===== src/rtl/fetch_line_sequencer_if.sv =====
// Bundle between the BP/WB redirect logic, the I$ banks and fetch-2 on one
// side and the fetch line sequencer on the other.
//   master : redirect/bank-status side; drives init, resteer, branch, stall,
//            accept and miss, and receives the bank requests.
//   slave  : the sequencer; receives those inputs and drives bank_req,
//            bank_la (bank 0 in LSBs), epoch, redirect and entry_off.
interface fetch_line_sequencer_if #(
    parameter int unsigned NUM_BANKS = 2,
    parameter int unsigned LA_W      = 28,
    parameter int unsigned EPOCH_W   = 3
);
    logic [31:0]               init_addr;
    logic                      is_init;
    logic                      is_resteer;
    logic [LA_W-1:0]           wb_la;
    logic                      is_br_taken;
    logic [LA_W-1:0]           bp_la;
    logic                      stall;
    logic [NUM_BANKS-1:0]      bank_accept;
    logic [NUM_BANKS-1:0]      bank_miss;
    logic [NUM_BANKS-1:0]      bank_req;
    logic [NUM_BANKS*LA_W-1:0] bank_la;
    logic [EPOCH_W-1:0]        epoch;
    logic                      redirect;
    logic [3:0]                entry_off;

    modport master (
        output init_addr, is_init, is_resteer, wb_la, is_br_taken, bp_la,
        output stall, bank_accept, bank_miss,
        input  bank_req, bank_la, epoch, redirect, entry_off
    );

    modport slave (
        input  init_addr, is_init, is_resteer, wb_la, is_br_taken, bp_la,
        input  stall, bank_accept, bank_miss,
        output bank_req, bank_la, epoch, redirect, entry_off
    );
endinterface


===== src/rtl/fetch_line_sequencer.sv =====
// Fetch line-address generator for a NUM_BANKS-way interleaved I$.
// Selects a redirect target (init > WB resteer > BP taken), loads each bank
// with the first line at or after the target that maps to it, then advances
// every bank independently by NUM_BANKS lines on accept. Missed banks hold
// their address; each redirect bumps the stream epoch.
// Ports:
//   clk   : clock, all state on rising edge
//   reset : asynchronous active-high reset
//   bus   : fetch_line_sequencer_if.slave (redirect inputs, bank status,
//           bank_req/bank_la/epoch/redirect/entry_off outputs)
module fetch_line_sequencer #(
    parameter int unsigned NUM_BANKS = 2,
    parameter int unsigned LA_W      = 28,
    parameter int unsigned EPOCH_W   = 3
) (
    input  logic                  clk,
    input  logic                  reset,
    fetch_line_sequencer_if.slave bus
);

    typedef enum logic [1:0] {StIdle, StRun, StMiss} state_e;

    state_e state_q, state_d;

    logic [NUM_BANKS-1:0][LA_W-1:0] bank_la_q;
    logic [NUM_BANKS-1:0][LA_W-1:0] load_la;
    logic [EPOCH_W-1:0]             epoch_q;
    logic                           redirect_q;
    logic [3:0]                     entry_off_q;

    logic                           redirect_taken;
    logic [LA_W-1:0]                target;
    logic [LA_W-1:0]                bank_mask;
    logic [LA_W-1:0]                base;
    logic [LA_W-1:0]                first_bank;
    logic [NUM_BANKS-1:0]           advance;

    // Resteer and branch are only meaningful once a stream has been started.
    assign redirect_taken = bus.is_init |
                            ((state_q != StIdle) & (bus.is_resteer | bus.is_br_taken));

    always_comb begin
        if (bus.is_init) begin
            target = LA_W'(bus.init_addr[31:4]);
        end else if (bus.is_resteer) begin
            target = bus.wb_la;
        end else begin
            target = bus.bp_la;
        end
    end

    assign bank_mask  = LA_W'(NUM_BANKS - 1);
    assign base       = target & ~bank_mask;
    assign first_bank = target & bank_mask;

    // Banks below the target's bank already passed the target in this
    // group, so they start one group later. Sums wrap modulo 2**LA_W.
    always_comb begin
        for (int b = 0; b < NUM_BANKS; b++) begin
            if (LA_W'(b) >= first_bank) begin
                load_la[b] = base + LA_W'(b);
            end else begin
                load_la[b] = base + LA_W'(NUM_BANKS) + LA_W'(b);
            end
        end
    end

    // Miss beats accept on the same bank; stall and redirect freeze all.
    always_comb begin
        for (int b = 0; b < NUM_BANKS; b++) begin
            advance[b] = (state_q != StIdle) & bus.bank_accept[b] & ~bus.bank_miss[b] &
                         ~bus.stall & ~redirect_taken;
        end
    end

    // FSM state register.
    always_ff @(posedge clk or posedge reset) begin
        if (reset) begin
            state_q <= StIdle;
        end else begin
            state_q <= state_d;
        end
    end

    // FSM next-state logic.
    always_comb begin
        state_d = state_q;
        unique case (state_q)
            StIdle: begin
                if (bus.is_init) begin
                    state_d = StRun;
                end
            end
            StRun: begin
                if (redirect_taken) begin
                    state_d = StRun;
                end else if (|bus.bank_miss) begin
                    state_d = StMiss;
                end
            end
            StMiss: begin
                if (redirect_taken || (bus.bank_miss == '0)) begin
                    state_d = StRun;
                end
            end
            default: state_d = StIdle;
        endcase
    end

    // FSM outputs.
    always_comb begin
        bus.bank_req  = {NUM_BANKS{state_q != StIdle}};
        bus.bank_la   = bank_la_q;
        bus.epoch     = epoch_q;
        bus.redirect  = redirect_q;
        bus.entry_off = entry_off_q;
    end

    // Datapath registers.
    always_ff @(posedge clk or posedge reset) begin
        if (reset) begin
            bank_la_q   <= '0;
            epoch_q     <= '0;
            redirect_q  <= 1'b0;
            entry_off_q <= 4'd0;
        end else begin
            redirect_q <= redirect_taken;
            if (redirect_taken) begin
                bank_la_q   <= load_la;
                epoch_q     <= epoch_q + 1'b1;
                entry_off_q <= bus.is_init ? bus.init_addr[3:0] : 4'd0;
            end else begin
                for (int b = 0; b < NUM_BANKS; b++) begin
                    if (advance[b]) begin
                        bank_la_q[b] <= bank_la_q[b] + LA_W'(NUM_BANKS);
                    end
                end
            end
        end
    end

endmodule


===== src/flat_wrapper.sv =====
// flat-port wrapper written by rule: the top's interface ports become plain ports
module fetch_line_sequencer_flat 
#(
    parameter int unsigned NUM_BANKS = 2,
    parameter int unsigned LA_W      = 28,
    parameter int unsigned EPOCH_W   = 3
)
  (clk, reset, bus_init_addr, bus_is_init, bus_is_resteer, bus_wb_la, bus_is_br_taken, bus_bp_la, bus_stall, bus_bank_accept, bus_bank_miss, bus_bank_req, bus_bank_la, bus_epoch, bus_redirect, bus_entry_off);
  fetch_line_sequencer_if #(.NUM_BANKS(NUM_BANKS), .LA_W(LA_W), .EPOCH_W(EPOCH_W)) bus_i ();
  input  logic clk;
  input  logic reset;
  input wire logic [$bits(bus_i.init_addr)-1:0] bus_init_addr;
  input wire logic [$bits(bus_i.is_init)-1:0] bus_is_init;
  input wire logic [$bits(bus_i.is_resteer)-1:0] bus_is_resteer;
  input wire logic [$bits(bus_i.wb_la)-1:0] bus_wb_la;
  input wire logic [$bits(bus_i.is_br_taken)-1:0] bus_is_br_taken;
  input wire logic [$bits(bus_i.bp_la)-1:0] bus_bp_la;
  input wire logic [$bits(bus_i.stall)-1:0] bus_stall;
  input wire logic [$bits(bus_i.bank_accept)-1:0] bus_bank_accept;
  input wire logic [$bits(bus_i.bank_miss)-1:0] bus_bank_miss;
  output wire logic [$bits(bus_i.bank_req)-1:0] bus_bank_req;
  output wire logic [$bits(bus_i.bank_la)-1:0] bus_bank_la;
  output wire logic [$bits(bus_i.epoch)-1:0] bus_epoch;
  output wire logic [$bits(bus_i.redirect)-1:0] bus_redirect;
  output wire logic [$bits(bus_i.entry_off)-1:0] bus_entry_off;
  assign bus_i.init_addr = bus_init_addr;
  assign bus_i.is_init = bus_is_init;
  assign bus_i.is_resteer = bus_is_resteer;
  assign bus_i.wb_la = bus_wb_la;
  assign bus_i.is_br_taken = bus_is_br_taken;
  assign bus_i.bp_la = bus_bp_la;
  assign bus_i.stall = bus_stall;
  assign bus_i.bank_accept = bus_bank_accept;
  assign bus_i.bank_miss = bus_bank_miss;
  assign bus_bank_req = bus_i.bank_req;
  assign bus_bank_la = bus_i.bank_la;
  assign bus_epoch = bus_i.epoch;
  assign bus_redirect = bus_i.redirect;
  assign bus_entry_off = bus_i.entry_off;
  fetch_line_sequencer #(.NUM_BANKS(NUM_BANKS), .LA_W(LA_W), .EPOCH_W(EPOCH_W)) u_core (.clk(clk), .reset(reset), .bus(bus_i));
endmodule

===== config.mk =====
export PLATFORM = sky130hd
export DESIGN_NAME = fetch_line_sequencer_flat
export DESIGN_NICKNAME = d
export VERILOG_FILES = /design/src/rtl/fetch_line_sequencer_if.sv /design/src/rtl/fetch_line_sequencer.sv /design/src/flat_wrapper.sv
export SDC_FILE = /design/constraint.sdc
export NUM_CORES = 1
export LEC_CHECK = 0
export BUFFER_PORTS_ARGS = -buffer_cell sky130_fd_sc_hd__buf_2
export CAP_MARGIN = 20
export CORE_MARGIN = 5
export CORE_UTILIZATION = 40
export CTS_BUF_LIST = sky130_fd_sc_hd__clkbuf_4
export CTS_CLUSTER_DIAMETER = 40
export CTS_CLUSTER_SIZE = 25
export DETAILED_ROUTE_END_ITERATION = 10
export PLACE_DENSITY = 0.7
export SLEW_MARGIN = 20
export SYNTH_ARGS = -nofsm -noshare
export SYNTH_HDL_FRONTEND = slang
export SYNTH_SLANG_ARGS = --single-unit

===== constraint.sdc =====
create_clock -name clk -period 7.2 [get_ports clk]
set_input_delay 2.16 -clock clk [delete_from_list [all_inputs] [get_ports clk]]
set_output_delay 2.16 -clock clk [all_outputs]
set_load 0.02 [all_outputs]

==> qor.yml <==
grt_pass1_vias: 5078
final_antenna_net_count: 0
drv_cap: 0
worst_slew_pin_slew_ps: 1040
cp.arrival_ps: 5310
gr-total-overflow: 0
seqCellArea_mm2: 0.00163
cp-end-kind: "flop"
hold_viol_final: 0
async_reset_ff_share_pct: 100
cts.sinks: 65
die_x_um: 120
cts_resized: 0
grt_start_max_net_pins: 66
synth_top_cell_area_share_pct: 33.3
start_util_pct: 40.6
place_area_mm2: 0.00575
chipHeight_um: 120
clk_latency_ps: 430
cts_setup_buffers: 0
grt_antenna_before_repair: 0
synth.area.mux_share_pct: 10.0
critPathMaxFanout: 30
synth_ff_type: "dfrtp_1"
max_freq_ghz: 0.201
hold_buffers: 0
dr.pass1.iters: 5
synth-simple-area-share_pct: 26.1
yosysSeqAreaShare_pct: 33.3
dp_hpwl_um: 12100
drt-initial-drc-count: 293
synth.avg_cell_area_um2: 8.59
rows: 40
cts_buffers: 9
netlist_area_mm2: 0.00488
multi_input_area_mm2: 0.00304
postSynthCellCount: 568
fillCellCount: 1184
htree_levels: 3
drv_slew: 0
path_clk_slew_ps: 100
synth_xor_area_share_pct: 7.54
synth.distinct_cells: 61
synth_edf_count: 0
synthAdderAreaFrac_pct: 1.03
grt_pass1_wl_um: 25500
synth_warnings: 0
synth_top_family_by_area: "simple AND/OR/NAND/NOR gates"
crit_type: "primary input to flop"
ir_worst_vdd_mv: 0.0690
finalInstanceArea_mm2: 0.00586
min_period_over_period_pct: 69.0
area_delta_synth_final_pct: 20.1
num_vias: 5026
p_total_mw: 1.14
syn_nets: 670
crit_required_ps: 7540
ys_top_cells_by_area: "dfrtp_1, mux2i_1, nand2_1"
cts_root_buf: "clkbuf_4"
skew_ps: 16.7
wl_per_cell_um: 18.2
layout-drive-gt1-share_pct: 29.2
final_common_cell: "buf_2"
leakagePower_nw: 2.67
routed_via_density: 5.80
dp.cells: 851
gp_congestion: 0.924
final_cell_mix: "buf_2, nand2_1, dfrtp_1"
synth.largest_area_cell: "dfrtp_1"
hold_path.class: "flop to flop"
drt_wl_total_um: 15700
status: "complete, no violations"
setup_viol: 0
cts_tree: "built"
nets: 817
start_kind: "primary input"
final_cell_count_no_fill: 866
ys_ff_latch: 65
portBuffers: 162
powerDensity_mw_per_mm2: 194
rsz0062_at_grt: "no"
whs_ps: 475
core_mm2: 0.0120
die_area_mm2: 0.0145
n_antenna_cell: 0
drc: 0
ios: 164
grtUsageTotal_pct: 21.7
tns_ps: 0
fin_crit_ps: 4970
max_slew_margin_pct: 30.7
synth-compound-area-share_pct: 17.4
cts.path.max_buffers: 2
## kinds of logic after synthesis
logic type                 count (synthesis)
AOI/OAI and AO/OA                        128
xor gates and xnor gates                  42
adders and majority gates                  4
buffers and inverters                     45
DFF                                       65
muxes                                     44
other                                      1
and+or+nand+nor                          239
## synth_stat cells, types with 5 or more instances
master and count:
a21oi_1 9, a221o_1 6, a31oi_1 19, and2_1 8, and3_1 19, and4_1 5, buf_4 5, clkbuf_1 18
dfrtp_1 65, inv_1 13, mux2i_1 31, nand2_1 70, nand3_1 23, nand4_1 21, nor2_1 38, nor3_1 11
o21ai_0 39, o21ai_1 6, o21ai_2 9, o31ai_1 5, or3_1 11, or4_1 8, xnor2_1 26, xor2_1 16
## flip-flops by register name (all words and copies together) (netlist names)
| register | count |
|---|---|
| u_core.bus.redirect | 1 |
| u_core.state_q | 2 |
| u_core.bus.bank_la | 55 |
| u_core.bus.entry_off | 4 |
| u_core.bus.epoch | 3 |
## area by class of cell
cell class                      count  share of cell area [%]
Inverter                           13                   0.832
Clock buffer                       14                    1.79
Sequential cell                    65                    27.7
Timing Repair Buffer              168                    14.6
Clock inverter                      1                  0.0640
Multi-Input combinational cell    458                    51.8
Tap cell                          147                    3.14
## layer usage
layer	GRT usage (%)	up-vias	wire length (um)
met3	3.13	20	1130
met2	36.6	219	7680
met1	28.7	2400	6660
met4	7.08	0	254
met5	0	-	0
li1	-	2387	-
## worst paths after layout
check	start	endpoint	slack [ps]	cells after the start
max	bus_is_resteer	u_core.bus.bank_la[25]	2230	10
max in group asynchronous	reset	u_core.bus.bank_la[32]	4670	3
max reg2reg	u_core.state_q[1]	u_core.bus.bank_la[44]	4320	6
min in group asynchronous	reset	u_core.bus.redirect	1980	3
min reg2reg	u_core.bus.epoch[2]	u_core.bus.epoch[2]	470	1
min	u_core.bus.epoch[2]	u_core.bus.epoch[2]	470	1
## through the flow
stage,setup slack [ps],util [%]
2_1_floorplan,2850,-
3_3_place_gp,1960,47.9
3_5_place_dp,1830,47.9
4_1_cts,2280,48.8
5_1_grt,1950,48.8
6_report,2230,48.8
## power breakdown
part           internal, mW  leakage, nW  switching (mW)  total (mW)
clock network        0.0881       0.0660           0.129       0.217
registers             0.424        0.769          0.0773       0.501
logic                 0.160         1.83           0.257       0.417
## worst max-delay path, stage by stage
cell and delay (ps):
buf_2 670, mux2_1 260, mux2i_1 160, inv_1 140, ha_1 140, inv_1 50
nor3_1 630, nand4_2 320, or4_1 590, o211ai_1 180
Power figures use the tool's default switching activity.
